==> config.mk <==
export PLATFORM = sky130hd
export DESIGN_NAME = note_period_meter
export DESIGN_NICKNAME = d
export VERILOG_FILES = /design/src/rtl/note_period_meter_pkg.sv /design/src/rtl/note_period_meter_run_counter.sv /design/src/rtl/note_period_meter.sv
export SDC_FILE = /design/constraint.sdc
export NUM_CORES = 1
export LEC_CHECK = 0
export CORE_MARGIN = 5
export CORE_UTILIZATION = 61
export DETAILED_ROUTE_END_ITERATION = 7
export PLACE_DENSITY = 0.92
export SLEW_MARGIN = 10
export SYNTH_ARGS = -nofsm -noshare
export SYNTH_HDL_FRONTEND = slang
export SYNTH_SLANG_ARGS = --single-unit
==> constraint.sdc <==
create_clock -name clk -period 4.25 [get_ports clk]
set_input_delay 0.85 -clock clk [delete_from_list [all_inputs] [get_ports clk]]
set_output_delay 0.85 -clock clk [all_outputs]
set_load 0.02 [all_outputs]
==> src/rtl/note_period_meter_pkg.sv <==
// Shared definitions for the note period meter and its note-player counterpart:
// one-hot FSM states, default pipeline offset and timeout, and the run range check.
package note_period_meter_pkg;

  localparam int NOTE_OFFSET  = 1;
  localparam int NOTE_TIMEOUT = 400;
  localparam int RUN_W        = 9;
  localparam int CODE_W       = 8;

  typedef enum logic [3:0] {
    ST_IDLE    = 4'b0001,
    ST_MEASURE = 4'b0010,
    ST_CONFIRM = 4'b0100,
    ST_LOCKED  = 4'b1000
  } state_e;

  // A run maps back to a code only if it exceeds the player overhead and the code fits 8 bits.
  function automatic logic len_in_range(input logic [RUN_W-1:0] len, input int offset);
    int l;
    l = int'(len);
    return (l > offset) && ((l - offset) <= 255);
  endfunction

endpackage

==> src/rtl/note_period_meter_run_counter.sv <==
// Edge detector and saturating run-length counter for the note input.
// len_o is the length of the run that an edge on this cycle terminates.
module note_run_counter
  import note_period_meter_pkg::*;
#(
  parameter int TIMEOUT = NOTE_TIMEOUT
) (
  input  logic             clk,
  input  logic             rst,
  input  logic             note_i,
  output logic             edge_o,
  output logic [RUN_W-1:0] len_o,
  output logic             timeout_o
);

  localparam logic [RUN_W-1:0] RUN_MAX  = RUN_W'(TIMEOUT);
  localparam logic [RUN_W-1:0] RUN_LAST = RUN_W'(TIMEOUT - 1);

  logic             note_prev_q;
  logic             first_q;
  logic [RUN_W-1:0] run_q;
  logic [RUN_W-1:0] run_d;

  // The first post-reset cycle only primes note_prev_q, so no edge can be reported then.
  assign edge_o    = !first_q && (note_i != note_prev_q);
  assign len_o     = run_q;
  // Fires once, on the cycle the counter would reach TIMEOUT; a coincident edge wins.
  assign timeout_o = !edge_o && (run_q == RUN_LAST);

  always_comb begin
    run_d = run_q;
    if (edge_o) begin
      run_d = RUN_W'(1);
    end else if (run_q != RUN_MAX) begin
      run_d = run_q + RUN_W'(1);
    end
  end

  always_ff @(posedge clk) begin
    if (rst) begin
      first_q     <= 1'b1;
      note_prev_q <= 1'b0;
      run_q       <= RUN_W'(1);
    end else begin
      first_q     <= 1'b0;
      note_prev_q <= note_i;
      run_q       <= run_d;
    end
  end

endmodule

==> src/rtl/note_period_meter.sv <==
// Recovers the note-player period code from a square wave: locks once two consecutive
// half-periods agree, and flags silence when no edge arrives within TIMEOUT cycles.
module note_period_meter
  import note_period_meter_pkg::*;
#(
  parameter int OFFSET  = NOTE_OFFSET,
  parameter int TIMEOUT = NOTE_TIMEOUT
) (
  input  logic              clk,
  input  logic              rst,
  input  logic              note,
  output logic [CODE_W-1:0] period,
  output logic              valid,
  output logic              silent,
  output logic [3:0]        state
);

  localparam logic [RUN_W-1:0] OFF_L = RUN_W'(OFFSET);

  logic             note_edge;
  logic [RUN_W-1:0] run_len;
  logic             timeout;

  note_run_counter #(
    .TIMEOUT (TIMEOUT)
  ) u_run (
    .clk       (clk),
    .rst       (rst),
    .note_i    (note),
    .edge_o    (note_edge),
    .len_o     (run_len),
    .timeout_o (timeout)
  );

  state_e            state_q, state_d;
  logic [RUN_W-1:0]  ref_len_q, ref_len_d;
  logic [CODE_W-1:0] period_q, period_d;
  logic              valid_q, valid_d;
  logic              silent_q, silent_d;

  logic              len_ok;
  logic              len_match;
  logic [CODE_W-1:0] code;

  assign len_ok    = len_in_range(run_len, OFFSET);
  assign len_match = (run_len == ref_len_q);
  assign code      = CODE_W'(run_len - OFF_L);

  always_comb begin
    state_d   = state_q;
    ref_len_d = ref_len_q;
    period_d  = period_q;
    valid_d   = valid_q;
    silent_d  = silent_q;
    if (note_edge) begin
      silent_d = 1'b0;
      case (state_q)
        ST_IDLE: begin
          state_d = ST_MEASURE;
        end
        ST_MEASURE: begin
          if (len_ok) begin
            ref_len_d = run_len;
            state_d   = ST_CONFIRM;
          end
        end
        ST_CONFIRM: begin
          if (len_ok && len_match) begin
            state_d  = ST_LOCKED;
            period_d = code;
            valid_d  = 1'b1;
          end else begin
            ref_len_d = run_len;
            state_d   = len_ok ? ST_CONFIRM : ST_MEASURE;
          end
        end
        ST_LOCKED: begin
          // The reference was range-checked on entry, so a match is always in range.
          if (!len_match) begin
            valid_d   = 1'b0;
            ref_len_d = run_len;
            state_d   = len_ok ? ST_CONFIRM : ST_MEASURE;
          end
        end
        default: begin
          state_d = ST_IDLE;
          valid_d = 1'b0;
        end
      endcase
    end else if (timeout) begin
      state_d  = ST_IDLE;
      valid_d  = 1'b0;
      silent_d = 1'b1;
    end
  end

  always_ff @(posedge clk) begin
    if (rst) begin
      state_q   <= ST_IDLE;
      ref_len_q <= '0;
      period_q  <= '0;
      valid_q   <= 1'b0;
      silent_q  <= 1'b1;
    end else begin
      state_q   <= state_d;
      ref_len_q <= ref_len_d;
      period_q  <= period_d;
      valid_q   <= valid_d;
      silent_q  <= silent_d;
    end
  end

  assign period = period_q;
  assign valid  = valid_q;
  assign silent = silent_q;
  assign state  = state_q;

endmodule

==> flow_summary.toml, run 1 <==
[global_route]
use_met2_pct = 30.0
antenna_found_initial = 0
global_route.overflow_total = 0
grt_pass1_wl_um = 6350
grt_pass1_vias = 1412
grt_usage_pct = 19.2
busiest_layer = "met2"
grt_max_degree = 26
gr-usage-met1_pct = 24.4
use_met3_pct = 5.01

[sta]
slew_viol_final = 0
fin_ws_ns = 1.46
tns_ns = 0
finalCritPeriodShare_pct = 65.6
hold_viol_final = 0
max_freq_ghz = 0.359
fin_crit_ns = 2.79
finalSetupViolCount = 0
finalClockSkew_ns = 0.0116
slew_headroom_pct = 40.7
tightest_slew_ns = 0.887
rsz0062_at_grt = "false"
holdWs_ns = 0.459

[drt]
num_vias = 1478
ant_nets = 0
totalWireLength_um = 3560
drc = 0
dr.pass1.iters = 4
wire_per_inst_um = 14.2
drtIter0Drc = 56
viasPerCell = 5.89

[clocking]
post_cts_buffers = 0
clkSinkCount = 34
cts_buffers = 5
ctsResizeCount = 0
htree_levels = 2
clk_latency_ns = 0.34
clockBufferDepth = 2
cts_tree = "done"
root_buffer = "clkbuf_4"
clkTransAtPathRegs_ns = 0.10
hold_buffers = 0

[synthesis]
syn_area_um2 = 1830
syn-instance-count = 211
yosysWarnings = 0
synth_edf_count = 0
ys_ff_latch = 34
synthDistinctLibCells = 39
syn_nets = 217
yosysTopAreaCellShare_pct = 37.2
synth_area_leaders = "dfxtp_1 37%, mux2i_1 9.3%, nor2_1 8.4%"
synth_flop_cell = "dfxtp_1"
postSynthAreaPerCell_um2 = 8.66
synth_common_cells = "41 x nor2_1, 34 x dfxtp_1, 17 x mux2i_1, 15 x xnor2_1"
synth_most_common_cell = "nor2_1"
yosysTopAreaCell = "dfxtp_1"
async_reset_ff_share_pct = 0
yosysSeqAreaShare_pct = 37.2

[finish]
nets = 226
drive_gt1_share_pct = 7.73
num_antenna_cells = 0
finalCoreUtilization_pct = 71.1
area_growth_pct = 9.17

[pwr]
power_density_nw_per_um2 = 293
ir_worst_vdd_mv = 0.212
p_leak_nw = 0.797

[floorplan]
core_area_um2 = 2810
die-height_um = 64.7
die_w_um = 64.7
dieArea_um2 = 4190
num_rows = 19
ios = 17
initial_core_util_pct = 65.2

[critical_path]
cp-start-kind = "flip-flop"
critPathArrivalTime_ns = 2.99
crit_type = "reg2reg"
critical_path.endpoint_type = "flip-flop"
cp.required_ns = 4.46
crit_fanout = 9

[run]
maxCapViolCount = 0

[placement]
dpl.hpwl_um = 2500
io_buffers = 16
finalWeightedCongestion = 0.877
pre_cts_ws_ns = 1.31

[status]
status = "complete, no violations"

[min_path]
min_path_type = "reg2reg"
-- sequential cells by signal (all words and copies together) (netlist names) --
name / flops
ref_len_q: 9
u_run.len_o: 9
period: 8
state: 4
silent: 1
u_run.first_q: 1
u_run.note_prev_q: 1
valid: 1
-- routing by layer --
metal	vias up	wire length, um
met5	-	0
met4	0	81
met3	8	225
met2	57	1710
met1	676	1550
li1	737	-
-- kinds of logic (layout without fill, tap and decap cells) --
group	after synthesis	in the layout	share of synthesized area, %
buf+inv	21	30	5.82
flops	34	34	37.2
compound gates	25	25	9.17
mux	18	18	9.92
xor+xnor	24	24	11.5
simple gates	86	86	24.3
fa+ha+maj	3	3	2.05
-- layout make-up --
class / count / area [um^2]
inverters: 7 / 26.3
clock buffers: 6 / 41.3
well taps: 31 / 38.8
multi-input cells: 156 / 1040
fillers: 203 / 810
flip-flops and latches: 34 / 681
clock inverters: 1 / 7.51
repair buffers: 16 / 160
-- layout by cell type (no fill, tap or decap), types with 2 or more instances in the layout --
cell / n
a21o_2: 2
a21oi_1: 7
a31oi_1: 4
a41oi_1: 2
clkbuf_4: 5
clkdlybuf4s50_1: 16
dfxtp_1: 34
ha_1: 3
inv_1: 7
mux2i_1: 17
nand2_1: 10
nand2b_1: 4
nand3_1: 10
nand4_1: 3
nor2_1: 41
nor2b_1: 2
nor3_1: 4
nor4_4: 2
o211ai_1: 2
o21ai_0: 3
xnor2_1: 15
xor2_1: 9
-- power breakdown --
group	internal [mW]	total (mW)	leakage, nW	switching [mW]
Combinational	0.0355	0.0811	0.497	0.0456
Clock	0.0617	0.166	0.0243	0.104
Sequential	0.325	0.338	0.276	0.0134
Total	0.422	0.585	0.797	0.163
-- critical path: stages, from the launching register on --
cell and delay, ns:
dfxtp_1 0.57, inv_1 0.13, ha_1 0.32, or2_2 0.34
a31o_2 0.29, a21oi_1 0.15, a221o_1 0.51, mux2i_1 0.30
nor2_1 0.06
-- stage by stage --
stage               power [mW]  std cells  instance area, um^2
floorplan                0.407        211                 1830
global route             0.618        251                 2000
CTS                      0.589        251                 2000
finish                   0.585        251                 2000
global placement         0.423        244                 1950
detailed placement       0.425        244                 1950
-- worst paths after layout --
kind	start	endpoint	slack, ns	cells after the start
max	u_run.len_o[0]$_SDFFE_PP1P_	ref_len_q[2]$_SDFFE_PP0P_	1.46	8
min reg2reg	silent$_SDFFE_PP1P_	silent$_SDFFE_PP1P_	0.46	2
max reg2reg	u_run.len_o[0]$_SDFFE_PP1P_	ref_len_q[2]$_SDFFE_PP0P_	1.46	8
min	silent$_SDFFE_PP1P_	silent$_SDFFE_PP1P_	0.46	2
No activity file was read; power rests on OpenSTA's default activity.
==> run 2, diff against run 1 <==
- CORE_UTILIZATION: 61 -> 56
- PLACE_DENSITY: 0.92 -> 0.86
- clock period: 4.25 -> 2.78 ns (I/O delays scaled with it)
==> flow_summary.toml, run 2 (synthesis results as in run 1) <==
[clocking]
ctsResizeCount = 0
htree_levels = 2
clkSinkCount = 34
root_buffer = "clkbuf_4"
cts_buffers = 5
post_cts_buffers = 0
clockBufferDepth = 2
hold_buffers = 0
clk_latency_ns = 0.33
cts_tree = "done"
clkTransAtPathRegs_ns = 0.10

[global_route]
grt_max_degree = 19
grt_pass1_vias = 1490
antenna_found_initial = 0
grt_pass1_wl_um = 6520
grt_usage_pct = 19.2
global_route.overflow_total = 0

[drt]
ant_nets = 0
wire_per_inst_um = 13.9
drc = 0
dr.pass1.iters = 4
totalWireLength_um = 3750
num_vias = 1506
viasPerCell = 5.58
drtIter0Drc = 87

[critical_path]
cp.required_ns = 2.99
r2r_end = "state[0]$_SDFFE_PP1P_"
crit_fanout = 7
crit_type = "reg2reg"
reg2reg_slack_ns = 0.25
crit_path_max_incr_delay_ns = 0.52
critPathArrivalTime_ns = 2.75
r2r_start = "u_run.len_o[1]$_SDFFE_PP0P_"
crit_slowest_cell = "dfxtp_1"
cp-start-kind = "flip-flop"
critical_path.cell_chain = "inv_1, ha_1, or2_2, a31o_2, and4_2, a211o_1, nor4_1, a41oi_1"
worst_r2r_path_depth = 8
critical_path.endpoint_type = "flip-flop"

[pwr]
power.share.sequential_pct = 54.9
power_density_nw_per_um2 = 454
switching_share_pct = 27.6
ir_worst_vdd_mv = 0.297
power_switching_mw = 0.258
p_int_mw = 0.678
clkPwrFrac_pct = 30.4
combPwrFrac_pct = 14.7
p_leak_nw = 0.831

[finish]
final_cell_mix = "41 x nor2_1, 34 x dfxtp_1, 17 x mux2i_1"
multi_input_area_um2 = 1040
num_antenna_cells = 0
seq_area_um2 = 681
instances_no_fill = 270
area_growth_pct = 12.7
final_common_cell = "nor2_1"
finalCoreUtilization_pct = 66.4
drive_gt1_share_pct = 10.2
fill_cells = 259
nets = 231

[min_path]
whs_path_depth = 2
hp-start = "silent$_SDFFE_PP1P_"
min_path_type = "reg2reg"
min_to = "silent$_SDFFE_PP1P_"

[status]
status = "complete, no violations"

[run]
maxCapViolCount = 0

[sta]
slew_headroom_pct = 60.2
rsz0062_at_grt = "false"
fin_ws_ns = 0.245
max_freq_ghz = 0.395
finalSetupViolCount = 0
hold_viol_final = 0
tightest_slew_ns = 0.596
finalCritPeriodShare_pct = 91.2
slew_viol_final = 0
fin_crit_ns = 2.53
tns_ns = 0
finalClockSkew_ns = 0.00450

[floorplan]
ios = 17
num_rows = 20
core_area_um2 = 3100
die_w_um = 67.1
die-height_um = 67.1
initial_core_util_pct = 58.9
dieArea_um2 = 4510

[placement]
finalWeightedCongestion = 0.959
dp_cells = 262
pre_cts_ws_ns = 0.287
io_buffers = 16
dpl.hpwl_um = 2640
-- run 2: cell count changes in the layout (fill, tap and decap cells not counted) --
cell and delta:
buf_4 +5, clkbuf_8 +1, clkinv_2 +1, clkinvlp_4 -1
-- run 2: worst max path at each step --
stage,from,end,slack [ns]
after floorplan,u_run.len_o[0]$_SDFFE_PP1P_,state[0]$_SDFFE_PP1P_,0.38
after global placement,u_run.len_o[1]$_SDFFE_PP0P_,state[0]$_SDFFE_PP1P_,0.36
after detailed placement,u_run.len_o[1]$_SDFFE_PP0P_,state[0]$_SDFFE_PP1P_,0.29
after CTS,u_run.len_o[1]$_SDFFE_PP0P_,state[0]$_SDFFE_PP1P_,0.27
after global routing,u_run.len_o[1]$_SDFFE_PP0P_,period[0]$_SDFFE_PP0P_,0.14
final,u_run.len_o[1]$_SDFFE_PP0P_,state[0]$_SDFFE_PP1P_,0.25
-- run 2: stage by stage --
stage	hold slack (ns)	cell area [um^2]	power [mW]
after floorplan	0.484	1830	0.622
after global placement	0.432	2000	0.655
after detailed placement	0.435	2000	0.659
after CTS	0.451	2060	0.943
after global routing	0.467	2060	0.990
final	0.447	2060	0.936
-- run 2: routing by layer --
metal / GRT usage [%] / up-vias / wire length, um
li1: - / 744 / -
met1: 23.2 / 720 / 1740
met2: 30.4 / 35 / 1770
met3: 5.82 / 7 / 172
met4: 10.4 / 0 / 70
met5: 0 / - / 0
-- run 2: final cells by class --
| cell class | instances | share of cell area, % |
|---|---|---|
| multi-input cells | 156 | 50.5 |
| repair buffers | 21 | 9.59 |
| inverters | 7 | 1.28 |
| clock buffers | 7 | 2.67 |
| flip-flops and latches | 34 | 33.0 |
| clock inverters | 1 | 0.243 |
| well taps | 44 | 2.67 |
-- run 2: critical path: cells and delay by family (launching register included) --
family / cells / cell delay [ns]
AOI/OAI and AO/OA: 3 / 0.67
buffers and inverters: 1 / 0.13
adders and majority gates: 1 / 0.30
DFF: 1 / 0.52
and+or+nand+nor: 3 / 0.79
-- run 2: power by group through the flow --
stage | registers [mW] | logic [mW] | clock network, mW
3_5_place_dp | 0.524 | 0.135 | 0
2_1_floorplan | 0.519 | 0.103 | 0
3_3_place_gp | 0.523 | 0.131 | 0
6_report | 0.514 | 0.138 | 0.284
4_1_cts | 0.513 | 0.136 | 0.294
5_1_grt | 0.515 | 0.151 | 0.323
==> run 3, diff against run 2 <==
- CAP_MARGIN: default -> 0
- CORE_UTILIZATION: 56 -> 57
- PLACE_DENSITY: 0.86 -> 0.87
- SYNTH_HIERARCHICAL: default -> 1
==> flow_summary.toml, run 3 <==
[status]
status = "complete, no violations"

[critical_path]
critPathArrivalTime_ns = 2.40
critical_path.cell_chain = "xor2_1, nor4_1, buf_4, nand4_1, buf_4, mux2i_1, nor2_1"
path_delay_family = "flip-flops"
cp.required_ns = 3.01
cp.depth = 7
crit_slowest_cell = "dfxtp_1"
crit_fanout = 14
crit_path_max_incr_delay_ns = 0.70
critPathMostFrequentCell = "buf_4"
cp-start-kind = "flip-flop"
crit_type = "reg2reg"
critical_path.endpoint_type = "flip-flop"
cp_num_buf_inv = 2
worst_r2r_path_depth = 7

[finish]
nets = 245
final_cell_mix = "34 x dfxtp_1, 20 x nand2b_1, 16 x nor2_1, 16 x a21oi_1, 16 x clkdlybuf4s50_1"
final_common_cell = "dfxtp_1"
num_antenna_cells = 0
post-route-cell-area_um2 = 2200
finalCoreUtilization_pct = 67.0
area_growth_pct = 16.0
drive_gt1_share_pct = 10.5

[synthesis]
synth_flop_cell = "dfxtp_1"
syn_nets = 220
synthDistinctLibCells = 42
yosysTopAreaCellShare_pct = 35.9
synth_area_leaders = "dfxtp_1 36%, mux2i_1 7.9%, nand2b_1 6.6%"
synth_edf_count = 0
syn-instance-count = 213
synth_common_cells = "34 x dfxtp_1, 20 x nand2b_1, 16 x a21oi_1, 16 x nor2_1, 15 x mux2i_1"
yosysWarnings = 6
yosysTopAreaCell = "dfxtp_1"
ys_ff_latch = 34
yosysSeqAreaShare_pct = 35.9
syn_area_um2 = 1900
postSynthAreaPerCell_um2 = 8.91
synth_most_common_cell = "dfxtp_1"
async_reset_ff_share_pct = 0

[drt]
totalWireLength_um = 4050
ant_nets = 0
drtIter0Drc = 117
dr.pass1.iters = 4
viasPerCell = 5.71
drc = 0
wire_per_inst_um = 14.3
num_vias = 1617

[sta]
rsz0062_at_grt = "false"
tns_ns = 0
tightest_slew_ns = 0.687
finalSetupViolCount = 0
finalCritPeriodShare_pct = 77.8
slew_viol_final = 0
slew_headroom_pct = 54.1
finalClockSkew_ns = 0.00370
hold_viol_final = 0
max_freq_ghz = 0.462
holdWs_ns = 0.467
fin_crit_ns = 2.16

[pwr]
p_leak_nw = 0.804
ir_worst_vdd_mv = 0.296
power_density_nw_per_um2 = 423
power_mw = 0.932

[floorplan]
dieArea_um2 = 4580
initial_core_util_pct = 57.8
core_area_um2 = 3280
ios = 17
die-height_um = 67.7
die_w_um = 67.7
num_rows = 21

[global_route]
grt_pass1_wl_um = 7130
grt_max_degree = 25
antenna_found_initial = 0
grt_pass1_vias = 1614
global_route.overflow_total = 0
grt_usage_pct = 21.2

[placement]
dpl.hpwl_um = 2890
io_buffers = 16
placed_cell_area_um2 = 2150
finalWeightedCongestion = 0.862

[clocking]
post_cts_buffers = 0
hold_buffers = 0
cts_tree = "done"
clockBufferDepth = 2
root_buffer = "clkbuf_4"
ctsResizeCount = 0
clkSinkCount = 34
clkTransAtPathRegs_ns = 0.10
cts_buffers = 5
clk_latency_ns = 0.34
htree_levels = 2

[min_path]
whs_path_depth = 2
min_path_type = "reg2reg"

[run]
maxCapViolCount = 0
## run 3: tightest hold or removal path, stage by stage, from the launching register on
cell and delay (ns):
dfxtp_1 0.32, nand2_1 0.06, a21oi_1 0.05
## run 3: stage by stage
stage | instances | setup slack (ns)
2_1_floorplan | 213 | 0.561
3_3_place_gp | 277 | 0.341
3_5_place_dp | 277 | 0.340
4_1_cts | 283 | 0.606
5_1_grt | 283 | 0.393
6_report | 283 | 0.618
## run 3: worst paths after layout
check | from | to | slack [ns]
worst max register to register | u_run/len_o[2]$_SDFFE_PP0P_ | period[2]$_SDFFE_PP0P_ | 0.62
worst min-delay path | period[3]$_SDFFE_PP0P_ | period[3]$_SDFFE_PP0P_ | 0.47
worst max-delay path | u_run/len_o[2]$_SDFFE_PP0P_ | period[2]$_SDFFE_PP0P_ | 0.62
worst min register to register | period[3]$_SDFFE_PP0P_ | period[3]$_SDFFE_PP0P_ | 0.47
## run 3: final cells by class
| type | instances | area [um^2] |
|---|---|---|
| clock buffer | 6 | 51.3 |
| fill | 254 | 1080 |
| tap | 46 | 57.6 |
| inverter | 6 | 22.5 |
| multi-input combinational | 164 | 1150 |
| sequential | 34 | 681 |
| timing repair buffer | 27 | 243 |
## run 3: cell families after synthesis
| family | count (synthesis) | synth area share (%) |
|---|---|---|
| simple gates | 90 | 28.5 |
| fa+ha+maj | 4 | 2.64 |
| xor+xnor | 18 | 8.31 |
| flops | 34 | 35.9 |
| mux | 16 | 8.70 |
| buf+inv | 15 | 3.69 |
| compound gates | 36 | 12.3 |
## run 3: power breakdown
| group | switching [mW] | leakage (nW) | internal, mW |
|---|---|---|---|
| Sequential | 0.0154 | 0.276 | 0.497 |
| Clock | 0.157 | 0.0302 | 0.114 |
| Combinational | 0.0811 | 0.498 | 0.0683 |
## run 3: per-layer routing
metal | global-route usage [%] | vias to the layer above | share of wire, %
li1 | - | 794 | -
met3 | 6.49 | 9 | 3.7
met5 | 0 | - | 0
met4 | 10.4 | 0 | 1.9
met2 | 34.3 | 29 | 50
met1 | 25.3 | 785 | 45
